## src/rtl/adc_conv_arbiter.sv

```systemverilog
// Round-robin arbiter sharing one SAR ADC conversion engine among NREQ requesters.
// It drives the core's start-of-conversion and channel select, enforces a SoC-low gap and a conversion timeout.
module adc_conv_arbiter #(
    parameter int NREQ = 4,
    parameter int IDW  = 2,
    parameter int DW   = 10,
    parameter int TW   = 12
) (
    input  logic              clk,
    input  logic              rst,
    input  logic              en,
    input  logic [NREQ-1:0]   req,
    input  logic [3*NREQ-1:0] req_ch,
    output logic [NREQ-1:0]   ack,
    output logic [NREQ-1:0]   done,
    output logic [DW-1:0]     rdata,
    output logic [2:0]        rch,
    output logic              adc_soc,
    output logic [2:0]        adc_ch_sel,
    input  logic              adc_eoc,
    input  logic [DW-1:0]     adc_data,
    input  logic [7:0]        min_gap,
    input  logic [TW-1:0]     timeout,
    output logic              busy,
    output logic [IDW-1:0]    grant_id,
    output logic              err,
    output logic [IDW-1:0]    err_id
);

    localparam logic [2:0] S_IDLE = 3'd0;
    localparam logic [2:0] S_CONV = 3'd1;
    localparam logic [2:0] S_DONE = 3'd2;
    localparam logic [2:0] S_ERR  = 3'd3;
    localparam logic [2:0] S_GAP  = 3'd4;

    logic [2:0]      state;
    logic [2:0]      state_nxt;
    logic            eoc_q;
    logic            eoc_rise;
    logic [TW-1:0]   tcnt;
    logic [7:0]      gcnt;
    logic            timed_out;
    logic            grant;

    logic [2:0]      ch_arr [NREQ];
    logic            pick_found;
    logic [IDW-1:0]  pick_id;
    logic [IDW-1:0]  idx;
    logic [NREQ-1:0] pick_oh;
    logic [NREQ-1:0] gid_oh;

    assign eoc_rise  = adc_eoc & ~eoc_q;
    assign timed_out = (timeout != '0) && (tcnt == timeout);
    assign grant     = (state == S_IDLE) && en && pick_found;

    // Search starts one past the last winner, so the last winner has lowest priority.
    // NOTE: every variable gets a default at the top of always_comb, otherwise a latch is inferred.
    always_comb begin
        pick_found = 1'b0;
        pick_id    = grant_id;
        idx        = '0;
        for (int i = 0; i < NREQ; i++) begin
            ch_arr[i] = req_ch[3*i +: 3];
        end
        for (int k = 1; k <= NREQ; k++) begin
            idx = IDW'((int'(grant_id) + k) % NREQ);
            if (!pick_found && req[idx]) begin
                pick_found = 1'b1;
                pick_id    = idx;
            end
        end
    end

    always_comb begin
        pick_oh          = '0;
        pick_oh[pick_id] = 1'b1;
        gid_oh           = '0;
        gid_oh[grant_id] = 1'b1;
    end

    always_comb begin
        state_nxt = state;
        case (state)
            S_IDLE: if (grant) state_nxt = S_CONV;
            S_CONV: begin
                // A rising eoc in the same cycle as the timeout still counts as a good result.
                if (eoc_rise)       state_nxt = S_DONE;
                else if (timed_out) state_nxt = S_ERR;
            end
            S_DONE,
            S_ERR:  state_nxt = S_GAP;
            S_GAP:  if (gcnt == 8'd0) state_nxt = S_IDLE;
            default: state_nxt = S_IDLE;
        endcase
    end

    // NOTE: sequential state uses non-blocking assignments so every register samples pre-edge values.
    always_ff @(posedge clk) begin
        if (rst) begin
            state      <= S_IDLE;
            busy       <= 1'b0;
            eoc_q      <= 1'b0;
            tcnt       <= '0;
            gcnt       <= '0;
            ack        <= '0;
            done       <= '0;
            err        <= 1'b0;
            err_id     <= '0;
            rdata      <= '0;
            rch        <= '0;
            adc_soc    <= 1'b0;
            adc_ch_sel <= '0;
            grant_id   <= IDW'(NREQ - 1);
        end else begin
            state <= state_nxt;
            busy  <= (state_nxt != S_IDLE);
            eoc_q <= adc_eoc;
            ack   <= '0;
            done  <= '0;
            err   <= 1'b0;
            case (state)
                S_IDLE: begin
                    if (grant) begin
                        grant_id   <= pick_id;
                        adc_ch_sel <= ch_arr[pick_id];
                        ack        <= pick_oh;
                        adc_soc    <= 1'b1;
                        tcnt       <= '0;
                    end
                end
                S_CONV: begin
                    if (eoc_rise) begin
                        rdata   <= adc_data;
                        rch     <= adc_ch_sel;
                        done    <= gid_oh;
                        adc_soc <= 1'b0;
                    end else if (timed_out) begin
                        err     <= 1'b1;
                        err_id  <= grant_id;
                        adc_soc <= 1'b0;
                    end else if (tcnt != '1) begin
                        tcnt <= tcnt + 1'b1;
                    end
                end
                S_DONE,
                S_ERR: gcnt <= min_gap;
                S_GAP: if (gcnt != 8'd0) gcnt <= gcnt - 8'd1;
                default: ;
            endcase
        end
    end

endmodule

```

## config.mk

```make
export PLATFORM = sky130hd
export DESIGN_NAME = adc_conv_arbiter
export DESIGN_NICKNAME = d
export VERILOG_FILES = /design/src/rtl/adc_conv_arbiter.sv
export SDC_FILE = /design/constraint.sdc
export NUM_CORES = 1
export LEC_CHECK = 0
export ABC_CLOCK_PERIOD_IN_PS = 3050
export CAP_MARGIN = 10
export CORE_MARGIN = 1.5
export CORE_UTILIZATION = 47
export CTS_CLUSTER_SIZE = 10
export DETAILED_ROUTE_END_ITERATION = 16
export GPL_TIMING_DRIVEN = 0
export PLACE_DENSITY = 0.84
export SLEW_MARGIN = 20
export SYNTH_ARGS = -nofsm -noshare
export SYNTH_HDL_FRONTEND = slang
export SYNTH_SLANG_ARGS = --single-unit
export TNS_END_PERCENT = 20
```

## constraint.sdc

```tcl
create_clock -name clk -period 3.05 [get_ports clk]
set_input_delay 0.915 -clock clk [delete_from_list [all_inputs] [get_ports clk]]
set_output_delay 0.915 -clock clk [all_outputs]
set_load 0.005 [all_outputs]
```

### Word level (Yosys, flattened, before mapping)

Cells that the tools add are included.

| storage, ports and cells | value |
|---|---|
| bits of input ports | 50 |
| bits in registers | 55 |
| output and inout bits | 31 |
| logic and storage cells | 116 |

| operators by class | value |
|---|---|
| muxes and demuxes | 40 |
| equality and inequality tests | 12 |
| reduce and logical (&&, ||, !) cells | 28 |
| magnitude comparators | 9 |
| add/sub/neg operators | 6 |
| bitwise operators | 7 |

Operators by type and width:

| kind | count |
|---|---|
| two-way mux 12 bit | 4 |
| case mux 12 bit (2 select lines) | 1 |
| < comparator 2 x 3 -> 1 bit, second input constant | 6 |
| two-way mux 3 bit | 6 |
| case mux 8 bit (2 select lines) | 1 |
| two-way mux 1 bit | 14 |
| adder 12 x 1 -> 12 bit, second input constant | 1 |
| equality test 12 bit | 1 |
| inequality test 12 bit, second input constant | 1 |
| case mux 3 bit (4 select lines) | 1 |
| nonzero test 12 bit | 1 |
| inequality test 2 bit, second input constant | 5 |
| OR reduction 3 bit | 3 |
| binary-select mux 1 bit (select 2 bit) | 4 |
| logical AND 1 bit | 8 |
| logical NOT 8 bit | 1 |
| two-way mux 2 bit | 4 |
| two-way mux 8 bit | 1 |
| nonzero test 8 bit | 1 |
| subtractor 8 x 1 -> 8 bit, second input constant | 1 |
| binary-select mux 3 bit (select 2 bit) | 1 |
| equality test 3 x 2 -> 1 bit, second input constant | 2 |
| AND reduction 2 bit | 3 |
| AND reduction 3 bit | 2 |
| 18 further kinds | 29 |

### Depth between registers and ports, before layout

| logic depth | value |
|---|---|
| depth in word-level cells | 17 |
| depth in mapped cells | 9 |
| depth with buffers taken out | 8 |

### Worst setup path after synthesis

OpenSTA, ideal clock, no wires.

| path | value |
|---|---|
| path type | input to register |
| start point | in timeout[3] |
| end point | reg tcnt[8] |
| path buffers | 1 |
| cell stages on the path | 7 |
| data arrival time | 2.378 ns |
| slack | 0.601 ns |
| data required time | 2.980 ns |
| library setup time | 0.070 ns |
| cell sequence | nor4_1 nand3_1 and4_1 o21a_1 buf_2 or4_1 a21oi_1 |

| between the ends | value |
|---|---|
| cells in the longest elaborated chain, start to end | 4 |
| elaborated cells on any way between the ends | 5 |
| those cells by class | eq/ne: 2; reduce/logical: 3 |

RTL lines:

| what | RTL line | source |
|---|---|---|
| from (decl) | 23 | `input logic [TW-1:0] timeout,` |
| equality test 12 bit or nonzero test 12 bit (tied branches) | 53 | `assign timed_out = (timeout != '0) && (tcnt == timeout);` |
| logical AND 1 bit * | 53 |  |
| inequality test 2 bit (no source line) * | - |  |
| AND reduction 5 bit (no source line) * | - |  |
| to (signal assigned) | 142 | `tcnt <= tcnt + 1'b1;` |
| to (decl) | 40 | `logic [TW-1:0] tcnt;` |

Mark *: on every way between the ends. The rest lies on a longest branch, timed or not.
A chain may end at the register's enable or synchronous reset.

### Final worst setup path

| path | value |
|---|---|
| start point | in req[1] |
| end point | reg tcnt[3] |

| between the ends | value |
|---|---|
| cells in the longest elaborated chain, start to end | 15 |
| elaborated cells on any way between the ends | 21 |
| those cells by class | eq/ne: 1; mux: 12; reduce/logical: 8 |

RTL lines:

| what | RTL line | source |
|---|---|---|
| from (decl) | 12 | `input logic [NREQ-1:0] req,` |
| binary-select mux 1 bit (select 2 bit) | 67 | `if (!pick_found && req[idx]) begin` |
| two-way mux 1 bit (implied by the code) | 67 |  |
| two-way mux 1 bit | 67 |  |
| logical NOT 1 bit | 67 |  |
| logical AND 1 bit | 67 |  |
| two-way mux 1 bit | 67 |  |
| logical NOT 1 bit | 67 |  |
| logical AND 1 bit | 67 |  |
| two-way mux 1 bit | 67 |  |
| logical NOT 1 bit | 67 |  |
| logical AND 1 bit | 67 |  |
| two-way mux 1 bit * | 67 |  |
| logical AND 1 bit * | 54 | `assign grant = (state == S_IDLE) && en && pick_found;` |
| inequality test 2 bit (no source line) * | - |  |
| AND reduction 5 bit (no source line) * | - |  |

Mark *: on every way between the ends. The rest lies on a longest branch, timed or not. The select of a mux whose other input is x is not followed.

==> out/metrics.cfg <==
[floorplan]
die_area_sq_mm = 0.00633
die_w_um = 79.5
start_util_pct = 49.4
fp.dieH_um = 79.5
num_rows = 27
core_sq_mm = 0.00557
ioPinCount = 81

[yosys]
synthCells = 317
synth.distinct_cells = 49
syn-num-nets = 374
synthFlopType = dfxtp_1
post-synth-top-area-cell = dfxtp_1
async_flop_share_pct = 0
yosys-top-cells-area = dfxtp_1, nand2_1, a21oi_1
avgSynthCellArea_sq_um = 8.68
syn-cell-area_sq_mm = 0.00275
ys_warn_count = 0
synth_edf_count = 0
synth_top_area_share_pct = 40.0
seq_area_frac_synth_pct = 40.0
synth-seq-cells = 55

[route]
dr.pass1.iters = 4
routed_via_density = 5.49
first_iter_violations = 127
totalWireLength_um = 6460
antenna_left = 0
routedWlPerCell_um = 13.5
drc = 0
vias = 2620

[timing]
finalMaxSlewViolations = 0
setup_viol = 0
finalHoldViolCount = 0
worst_pin_slew_ns = 0.517
slew_headroom_pct = 65.5
period_share_pct = 94.8
clock.fmax_mhz = 346
min_period_ns = 2.89
rsz0062_at_grt = false
finClkSkew_ns = 0.00865

[placement]
place_congestion = 0.859
dpl.cell_count = 469
portBuffers = 80
post-dp-hpwl_um = 4880

[clock_network]
numCtsBuffers = 5
clock_path_buffers = 2
cts_tree = built
cts_root_buf = clkbuf_8
postCtsHoldBufs = 0
cts_max_level = 2
cts.sinks = 55
clk_pin_slew_worst_paths_ns = 0.10
clock_latency_ns = 0.31

[critical_path]
arrival_ns = 3.13
startpoint_type = input port
required_ns = 3.28
endpoint_kind = flip-flop
path_max_fanout = 10
critical_path_class = input port to flip-flop

[status]
status = finished clean

[flow_run]
cap_viol_max_count = 0

[pwr]
ir_drop_uv = 341
powerDensity_mw_per_mm2 = 452
p_leak_uw = 0.00139
power.total_uw = 1710

[global_routing]
grt_max_degree = 19
grt_overflow_total = 0
grt_pass1_vias = 2416
antenna_found_initial = 0
grt_usage_pct = 20.6
grt_pass1_wl_um = 10500

[layout]
drive_above_1_share_pct = 6.17
layout.cells.non_filler = 477
area_delta_synth_final_pct = 37.3
antennaDiodeCount = 0
nNetsFinal = 461

[min_path]
hp-class = flip-flop to flip-flop

==> stage by stage <==
stage          TNS, ns  setup WS [ns]  util [%]  area (sq um)  hold slack [ns]
2_1_floorplan        0          0.601         -          2750            0.445
3_3_place_gp     -4.17         -0.307      65.4          3640            0.442
3_5_place_dp     -5.66         -0.401      65.4          3640            0.448
4_1_cts              0          0.114      67.6          3770            0.463
5_1_grt              0        0.00245      67.8          3780            0.481
6_report             0          0.157      67.8          3780            0.460
==> power breakdown <==
part / total (uW) / switching, uW / internal (uW) / leakage (uW)
registers: 785 / 31.5 / 753 / 0.000446
clock network: 499 / 250 / 249 / 0.0000587
logic: 425 / 189 / 236 / 0.000890
total: 1710 / 470 / 1240 / 0.00139
==> synthesized netlist by cell type (3+ instances only) <==
library cell / count
dfxtp_1: 55
nand2_1: 42
a21oi_1: 29
nor2_1: 25
o21ai_0: 19
xor2_1: 12
clkbuf_1: 10
mux2i_1: 10
inv_1: 9
nand3_1: 9
or4_1: 9
o31ai_1: 8
ha_1: 7
nor4_1: 7
and2_1: 6
a22oi_1: 4
nand2b_1: 4
nand3b_1: 4
nor2b_1: 4
or3_1: 4
a211oi_1: 3
buf_2: 3
mux4_2: 3
nor3_1: 3
o221ai_1: 3
==> worst max-delay path, cell delays in order <==
cell	delay (ns)
clkdlybuf4s50_1	0.53
o41ai_4	0.50
or4_1	0.20
clkbuf_1	0.33
nand2b_1	0.16
clkbuf_1	0.28
a21oi_1	0.20
==> per-layer routing <==
layer / track usage (%) / share of wire, % / vias to the layer above / wire, um
li1: - / - / 1315 / -
met1: 25.8 / 45 / 1232 / 2920
met2: 34.9 / 49 / 61 / 3190
met3: 3.89 / 3.6 / 12 / 235
met4: 7.54 / 1.8 / 0 / 117
met5: 0 / 0 / - / 0
==> layout make-up <==
class	instances	area, sq um
fill	456	1800
multi-input combinational	237	1570
sequential	55	1100
timing repair buffer	80	801
tap	72	90.1
clock buffer	5	68.8
buffer	14	63.8
clock inverter	3	47.5
inverter	11	41.3
==> layout by cell type, fill, tap and decap left out, drive strengths merged, types with 4 or more instances in the layout <==
| cell | instances |
|---|---|
| a21oi | 29 |
| a22oi | 4 |
| and2 | 6 |
| buf | 4 |
| clkbuf | 15 |
| clkdlybuf4s50 | 80 |
| dfxtp | 55 |
| ha | 7 |
| inv | 11 |
| mux2i | 10 |
| mux4 | 4 |
| nand2 | 42 |
| nand2b | 5 |
| nand3 | 9 |
| nand3b | 4 |
| nor2 | 25 |
| nor2b | 5 |
| nor4 | 7 |
| o21ai | 19 |
| o31ai | 8 |
| or3 | 5 |
| or4 | 9 |
| xor2 | 12 |
==> final timing paths <==
| kind | start | end | slack (ns) | depth (start not counted) |
|---|---|---|---|---|
| setup / recovery | req[1] | tcnt[3] | 0.16 | 7 |
| hold / removal | rdata[7] | rdata[7] | 0.46 | 2 |
| setup reg to reg | grant_id[0] | adc_ch_sel[2] | 0.59 | 9 |
| hold reg to reg | rdata[7] | rdata[7] | 0.46 | 2 |
==> state kept, by name, indices dropped and copies added (netlist names) <==
register and flops:
done 4, rch 3, busy 1, state 3, eoc_q 1, err 1
ack 4, adc_soc 1, err_id 2, grant_id 2, tcnt 12, adc_ch_sel 3
rdata 10, gcnt 8
==> what timing repair did <==
action | in CTS | in global routing
gates resized for setup | 1 | 1
setup endpoints to repair | 10 | 9
setup buffers | 0 | 0
==> cells by family after synthesis <==
| kind of cell | synth area share [%] |
|---|---|
| xor gates and xnor gates | 5.14 |
| buffers and inverters | 3.82 |
| muxes | 7.45 |
| adders and majority gates | 3.18 |
| DFF | 40.0 |
| AOI/OAI and AO/OA | 16.2 |
| and+or+nand+nor | 24.2 |
Note: power is estimated with default switching activity, not from simulation.
